## src/rtl/sar_seq_pkg.sv

```systemverilog
// Shared types for the SAR conversion-phase sequencer.
package sar_seq_pkg;

    typedef enum logic [2:0] {
        IDLE,
        INIT,
        SAMP,
        COMP,
        UPDATE,
        DONE
    } seq_state_t;

    // Index width that stays at least one bit wide for tiny NBITS.
    function automatic int clog2_min1(input int n);
        return (n <= 2) ? 1 : $clog2(n);
    endfunction

endpackage

```

## src/rtl/sar_phase_cnt.sv

```systemverilog
// Loadable down-counter timing the INIT and SAMP phases; tc_o flags zero.
module sar_phase_cnt #(
    parameter int CNT_W = 8
) (
    input  logic             clk_i,
    input  logic             rst_n_i,
    input  logic             load_i,
    input  logic [CNT_W-1:0] load_val_i,
    input  logic             en_i,
    output logic             tc_o
);

    logic [CNT_W-1:0] cnt_q;

    // Saturates at zero so a phase that overstays never wraps.
    always_ff @(posedge clk_i) begin
        if (!rst_n_i) begin
            cnt_q <= '0;
        end else if (load_i) begin
            cnt_q <= load_val_i;
        end else if (en_i && (cnt_q != '0)) begin
            cnt_q <= cnt_q - 1'b1;
        end
    end

    assign tc_o = (cnt_q == '0);

endmodule

```

## src/rtl/sar_sequencer.sv

```systemverilog
// SAR ADC conversion-phase sequencer driving the clock-gate stage.
// Optional back-to-back conversions when SAR_SEQ_CONT_EN is defined.
//
// state  | meaning
// IDLE   | waiting for start
// INIT   | DAC init strobe, INIT_CYC cycles
// SAMP   | sampling strobe, SAMP_CYC cycles
// COMP   | comparator strobe for bit_idx, 1 cycle
// UPDATE | DAC update strobe for bit_idx, 1 cycle
// DONE   | done pulse, 1 cycle
module sar_sequencer
    import sar_seq_pkg::*;
#(
    parameter int NBITS    = 8,
    parameter int INIT_CYC = 1,
    parameter int SAMP_CYC = 4,
    parameter int CNT_W    = 8,
    parameter int IDX_W    = clog2_min1(NBITS)
) (
    input  logic             clk_i,
    input  logic             rst_n_i,
    input  logic             start_i,
    input  logic             abort_i,
`ifdef SAR_SEQ_CONT_EN
    input  logic             cont_i,
`endif
    output logic             seq_init_o,
    output logic             seq_samp_o,
    output logic             seq_comp_o,
    output logic             seq_update_o,
    output logic [IDX_W-1:0] bit_idx_o,
    output logic             busy_o,
    output logic             done_o
);

    localparam logic [IDX_W-1:0] BIT_MSB   = IDX_W'(NBITS - 1);
    localparam logic [CNT_W-1:0] INIT_LOAD = CNT_W'(INIT_CYC - 1);
    localparam logic [CNT_W-1:0] SAMP_LOAD = CNT_W'(SAMP_CYC - 1);

    seq_state_t       state_q, state_d;
    logic [IDX_W-1:0] bit_idx_q, bit_idx_d;
    logic             seq_init_q, seq_samp_q, seq_comp_q, seq_update_q;
    logic             busy_q, done_q;
    logic             cnt_load, cnt_en, cnt_tc, cont_req;
    logic [CNT_W-1:0] cnt_load_val;

`ifdef SAR_SEQ_CONT_EN
    assign cont_req = cont_i;
`else
    assign cont_req = 1'b0;
`endif

    sar_phase_cnt #(
        .CNT_W (CNT_W)
    ) u_phase_cnt (
        .clk_i      (clk_i),
        .rst_n_i    (rst_n_i),
        .load_i     (cnt_load),
        .load_val_i (cnt_load_val),
        .en_i       (cnt_en),
        .tc_o       (cnt_tc)
    );

    assign cnt_en = (state_q == INIT) || (state_q == SAMP);

    always_comb begin
        state_d      = state_q;
        bit_idx_d    = bit_idx_q;
        cnt_load     = 1'b0;
        cnt_load_val = '0;
        case (state_q)
            IDLE: begin
                if (start_i && !abort_i) begin
                    state_d      = INIT;
                    cnt_load     = 1'b1;
                    cnt_load_val = INIT_LOAD;
                end
            end
            INIT: begin
                if (cnt_tc) begin
                    state_d      = SAMP;
                    cnt_load     = 1'b1;
                    cnt_load_val = SAMP_LOAD;
                end
            end
            SAMP: begin
                if (cnt_tc) begin
                    state_d   = COMP;
                    bit_idx_d = BIT_MSB;
                end
            end
            COMP: state_d = UPDATE;
            UPDATE: begin
                if (bit_idx_q != '0) begin
                    state_d   = COMP;
                    bit_idx_d = bit_idx_q - 1'b1;
                end else begin
                    state_d   = DONE;
                    bit_idx_d = BIT_MSB;
                end
            end
            DONE: begin
                if (cont_req) begin
                    state_d      = INIT;
                    cnt_load     = 1'b1;
                    cnt_load_val = INIT_LOAD;
                end else begin
                    state_d = IDLE;
                end
            end
            default: state_d = IDLE;
        endcase
        // Abort beats every other transition, including a continuous restart.
        if (abort_i && (state_q != IDLE)) begin
            state_d   = IDLE;
            bit_idx_d = BIT_MSB;
            cnt_load  = 1'b0;
        end
    end

    // Outputs are flops decoded from the next state so the gates see clean edges.
    always_ff @(posedge clk_i) begin
        if (!rst_n_i) begin
            state_q      <= IDLE;
            bit_idx_q    <= BIT_MSB;
            seq_init_q   <= 1'b0;
            seq_samp_q   <= 1'b0;
            seq_comp_q   <= 1'b0;
            seq_update_q <= 1'b0;
            busy_q       <= 1'b0;
            done_q       <= 1'b0;
        end else begin
            state_q      <= state_d;
            bit_idx_q    <= bit_idx_d;
            seq_init_q   <= (state_d == INIT);
            seq_samp_q   <= (state_d == SAMP);
            seq_comp_q   <= (state_d == COMP);
            seq_update_q <= (state_d == UPDATE);
            busy_q       <= (state_d == INIT) || (state_d == SAMP) ||
                            (state_d == COMP) || (state_d == UPDATE);
            done_q       <= (state_d == DONE);
        end
    end

    assign seq_init_o   = seq_init_q;
    assign seq_samp_o   = seq_samp_q;
    assign seq_comp_o   = seq_comp_q;
    assign seq_update_o = seq_update_q;
    assign bit_idx_o    = bit_idx_q;
    assign busy_o       = busy_q;
    assign done_o       = done_q;

endmodule
```

## config.mk

```make
export PLATFORM = sky130hd
export DESIGN_NAME = sar_sequencer
export DESIGN_NICKNAME = d
export VERILOG_FILES = /design/src/rtl/sar_seq_pkg.sv /design/src/rtl/sar_phase_cnt.sv /design/src/rtl/sar_sequencer.sv
export SDC_FILE = /design/constraint.sdc
export NUM_CORES = 1
export LEC_CHECK = 0
export CAP_MARGIN = 5
export CORE_ASPECT_RATIO = 0.9
export CORE_UTILIZATION = 30
export DETAILED_ROUTE_END_ITERATION = 12
export PLACE_DENSITY = 0.57
export SETUP_SLACK_MARGIN = 0.1
export SLEW_MARGIN = 10
export SYNTH_ARGS = -nofsm -noshare
export SYNTH_HDL_FRONTEND = slang
export SYNTH_HIERARCHICAL = 1
export SYNTH_SLANG_ARGS = --single-unit
```

## constraint.sdc

```tcl
create_clock -name clk_i -period 6.25 [get_ports clk_i]
set_input_delay 1.25 -clock clk_i [delete_from_list [all_inputs] [get_ports clk_i]]
set_output_delay 1.25 -clock clk_i [all_outputs]
set_load 0.01 [all_outputs]
```

* Yosys cells after proc, flatten, opt, wreduce, memory -nomap -nowiden
Cells that the tools add are included.
** Cells by class
- Add/subtract/negate cells :: 2
- Eq/ne operators :: 10
- Mux-type cells :: 17
- Bitwise gates (word level) :: 1
- Reductions and logical operators :: 17
** Operators with widths (count)
- 3-bit 2-to-1 mux :: 7
- 8-bit 2-to-1 mux :: 2
- 3-bit one-hot mux with 5 select lines :: 1
- 3-bit by 2-bit == test with 1-bit output, second input constant :: 4
- 3-bit == test, second input constant :: 3
- 8-bit zero test :: 1
- 8-bit nonzero test :: 1
- 8-bit by 1-bit subtractor with 8-bit output, second input constant :: 1
- 3-bit by 1-bit == test with 1-bit output, second input constant :: 2
- 3-bit one-hot mux with 2 select lines :: 1
- 3-bit nonzero test :: 2
- 1-bit logical OR :: 4
- 2-bit 2-to-1 mux :: 2
- 2-bit nonzero test :: 2
- 1-bit logical AND :: 3
- 3-bit zero test :: 1
- 1-bit 2-to-1 mux :: 3
- 3-bit by 1-bit subtractor with 3-bit output, second input constant :: 1
- 2-bit != test, second input constant :: 1
- 1-bit one-hot mux with 2 select lines :: 1
- 2-bit AND reduction :: 1
- 2-bit OR reduction :: 1
- 1-bit zero test :: 1
- 1-bit inverter :: 1
** Storage, ports and cells
- Flip-flop bits (word level) :: 20
- Input bits :: 4
- Output and inout port bits :: 9

* Depth between registers and ports, before layout
- Depth after elaboration :: 9
- Mapped depth :: 11
- Mapped depth without buffers :: 10

* Modules after synthesis
The synthesis kept the hierarchy.
** By module, submodules not included
- sar_sequencer :: instances 1, cells each 71, area an instance 686.9 sq um, sequential area each 240.2 sq um
- sar_phase_cnt :: instances 1, cells each 58, area an instance 508.0 sq um, sequential area each 160.2 sq um

* Least setup slack after synthesis
No wires, ideal clock.
- Path type :: flip-flop to flip-flop
- Start :: register u_phase_cnt.cnt_q[2]
- End :: register u_phase_cnt.cnt_q[2]
- Library setup time :: 115 ps
- Arrival :: 2464 ps
- Data required time :: 6135 ps
- Slack :: 3671 ps
- Cell stages (with the launch flop) :: 10
- Cells stage by stage :: dfxtp_1 or4_4 nor4_1 mux2i_1 nor4_1 clkbuf_1 nor3b_1 a21oi_1 o31ai_1 and2_1
** Between the ends
- Word-level cells in the longest chain between the ends :: 5
** Ends and longest elaborated chain
- start, declared :: line sar_phase_cnt.sv:13 : logic [CNT_W-1:0] cnt_q;
- start signal, assigned :: line sar_phase_cnt.sv:20 : cnt_q <= load_val_i;
- start signal, assigned :: line sar_phase_cnt.sv:22 : cnt_q <= cnt_q - 1'b1;
- 8-bit zero test * :: line sar_phase_cnt.sv:26 : assign tc_o = (cnt_q == '0);
- via cnt_tc :: line sar_sequencer.sv:44 : logic cnt_load, cnt_en, cnt_tc, cont_req;
- 1-bit 2-to-1 mux * :: line sar_sequencer.sv:80 : if (cnt_tc) begin
- 1-bit one-hot mux with 2 select lines * :: line sar_sequencer.sv:71 : case (state_q)
- 1-bit 2-to-1 mux * :: line sar_sequencer.sv:114 : if (abort_i && (state_q != IDLE)) begin
- via cnt_load :: line sar_sequencer.sv:44
- 8-bit 2-to-1 mux or 2-bit nonzero test (tied branches)
Mark *: on every way through the listed nets, which the timed path passes. The rest lies on a longest branch. The select of a mux whose other input is x is not followed.
A chain may end at the register's enable or synchronous reset.

* Worst setup path in the final report
Same ends and word-level chain as after synthesis.

==> impl_metrics.py <==
metrics = {
    "logic_synthesis": {
        "commonest_register_cell_after_synthesis": "dfxtp_1",
        "synth_cells": 129,
        "synth_enable_flop_cells": 0,
        "synth_sequential_area_ratio_pct": 33.5,
        "ys_warn_count": 6,
        "synthesis.area_um2": 1190,
        "synth-seq-cells": 20,
        "post_synth.cell_area_avg_um2": 9.26,
        "synthArstFlopShare_pct": 0,
        "synth.lib_cells_used.distinct": 53,
    },
    "timing": {
        "timing.clock.skew_ps": 0.882,
        "timing.final.setup_violations": 0,
        "timing_max_transition_violations_final": 0,
        "fin_crit_ps": 2990,
        "rsz_0062_raised_after_global_routing": "no",
        "timing.setup.tns_ps": 0,
        "worst-slew-pin-transition_ps": 1030,
        "final.period_utilization_pct": 47.8,
        "relSlewSlack_pct": 30.6,
        "clock.fmax_ghz": 0.335,
        "finalWorstSetupSlack_ps": 3260,
        "final-hold-violation-count": 0,
    },
    "finish": {
        "fin_util_pct": 38.4,
        "post-route-cell-area_um2": 1440,
        "area_growth_pct": 20.7,
        "diodes_inserted": 0,
        "final_cell_mix": "20 x dfxtp_1, 12 x clkdlybuf4s50_1, 8 x inv_1",
        "fin_nets": 155,
        "share_of_cells_above_drive_strength_1_pct": 15.8,
        "final_common_cell": "dfxtp_1",
    },
    "global_route": {
        "number_of_antenna_violations_at_the_first_check_in_global_routing": 0,
        "grt_max_degree": 19,
        "globalRouteOverflowTotal": 0,
        "fraction_of_met1_tracks_used_by_global_routing_pct": 14.3,
        "top_usage_layer": "met2",
        "grt_util_met3_pct": 4.01,
        "globalRouteMet2Util_pct": 21.3,
        "global_route_wire_length_before_repair_um": 3780,
        "grt_pass1_vias": 877,
        "track_usage_pct": 12.1,
    },
    "cts": {
        "cts.sink_count": 20,
        "max-clock-path-buffers": 2,
        "cts_tree": "yes",
        "numCtsBuffers": 3,
        "cts.root.buffer_cell": "clkbuf_8",
        "cts_hold_buf": 0,
        "htree_levels": 1,
        "resize_count_post_cts": 0,
        "worst_skew_pair.late_latency_ps": 260,
        "cts.repair_timing.setup_buffer_count": 0,
        "clk_transition_reported_paths_ps": 80,
    },
    "pwr": {
        "power.density_cell_area_nw_per_um2": 250,
        "power.static_leakage_nw": 0.579,
        "vdd_ir_drop_max_uv": 94.4,
    },
    "critical_path": {
        "critical_path.endpoint": "u_phase_cnt/cnt_q[2]",
        "setup.worst_path.start_class": "flop",
        "reg2reg_setup_slack_ps": 3260,
        "worst_flop_to_flop_path_startpoint": "u_phase_cnt/cnt_q[2]",
        "reg_to_reg_end": "u_phase_cnt/cnt_q[2]",
        "startpoint": "u_phase_cnt/cnt_q[2]",
        "worstSetupEndpointType": "flop",
        "critical_path_class": "reg -> reg",
        "worst-path-max-fanout": 11,
        "critPathRequiredTime_ps": 6410,
        "timing.reg2reg.worst_path_depth": 9,
        "timing.critical_path.arrival_ps": 3140,
    },
    "floorplanning": {
        "pin_count": 13,
        "die_span_in_x_um": 68.5,
        "start_util_pct": 31.8,
        "placementRows": 21,
        "die-area_um2": 4240,
        "placeable_area_um2": 3760,
        "die_height_um": 61.9,
    },
    "placed_design": {
        "placement.setup.worst_slack_ps": 3310,
        "placement.io_buffers": 12,
        "gp_routability_congestion": 0.748,
        "detailed_place.area_um2": 1370,
        "hpwl_um": 1760,
    },
    "routing": {
        "drt_wl_cell_um": 12.2,
        "first_iter_violations": 36,
        "dr_total_vias": 983,
        "antenna_violating_nets_post_route": 0,
        "routed_wirelength_um": 2340,
        "remaining_drc_errors": 0,
        "vias_per_cell": 5.12,
        "drt_pass1_iterations": 5,
    },
    "min_path": {
        "hold_path_class": "reg -> reg",
    },
    "run": {
        "cap_viol_max_count": 0,
    },
    "run_status": {
        "status": "finished clean",
    },
}
==> flip-flops by register name, indices dropped and copies added, names as in the netlist <==
signal and count:
bit_idx_o 3, state_q 3, u_phase_cnt/cnt_q 8, seq_comp_o 1
busy_o 1, seq_update_o 1, seq_init_o 1, seq_samp_o 1
done_o 1
==> per-stage QoR <==
stage	total power [mW]	std cells	hold slack [ps]
finish	0.361	192	510
global route	0.381	192	531
floorplan	0.213	134	468
CTS	0.367	192	510
global placement	0.231	188	495
detailed placement	0.234	188	498
==> Yosys cell counts (4+ instances only) <==
library cell / count / area share, %
nor2_1: 6 / 1.9
a21oi_1: 4 / 1.7
o31ai_1: 5 / 3.1
inv_1: 8 / 2.5
o21ai_0: 6 / 2.5
xnor2_1: 4 / 2.9
nand3_1: 4 / 1.7
dfxtp_1: 20 / 34
ha_1: 4 / 4.2
and2_1: 5 / 2.6
==> cells by family after synthesis <==
kind of cell	share of synthesized area, %
other cells	0.314
simple gates	30.2
fa+ha+maj	4.19
compound gates	21.3
buf+inv	5.13
xor+xnor	2.93
mux	2.51
flops	33.5
==> metal layers <==
layer,wire length (µm),vias to the layer above
met1,1120,463
met2,1140,12
li1,-,506
met5,0,-
met3,67,2
met4,11,0
==> how the worst min path moves through the flow <==
stage / end / cells past startpoint / slack, ps / from
3_5_place_dp: u_phase_cnt/cnt_q[1] / 2 / 500 / u_phase_cnt/cnt_q[1]
2_1_floorplan: u_phase_cnt/cnt_q[1] / 2 / 470 / u_phase_cnt/cnt_q[1]
5_1_grt: u_phase_cnt/cnt_q[1] / 2 / 530 / u_phase_cnt/cnt_q[1]
4_1_cts: u_phase_cnt/cnt_q[1] / 2 / 510 / u_phase_cnt/cnt_q[1]
3_3_place_gp: u_phase_cnt/cnt_q[5] / 2 / 500 / u_phase_cnt/cnt_q[5]
6_report: u_phase_cnt/cnt_q[1] / 2 / 510 / u_phase_cnt/cnt_q[1]
==> critical path, cell delays in order (launching register included) <==
cell and delay (ps):
dfxtp_1 360, or4_4 590, nor4_1 800, mux2i_1 160, nor4_1 240, buf_4 220
nor3b_1 70, a21oi_1 170, o31ai_1 90, and2_1 170
==> where the power goes <==
part / internal, mW / switching, mW / total [mW]
sequential: 0.137 / 0.0120 / 0.149
clock: 0.0855 / 0.0446 / 0.130
combinational: 0.0383 / 0.0442 / 0.0825
total: 0.260 / 0.101 / 0.361
==> cell type report <==
type	count	area, µm²
flip-flops and latches	20	400
well taps	46	57.6
inverters	9	33.8
multi-input cells	100	752
repair buffers	13	128
clock buffers	3	41.3
clock inverters	1	30.0
fillers	369	2310
No activity file was read; power rests on OpenSTA's default activity.
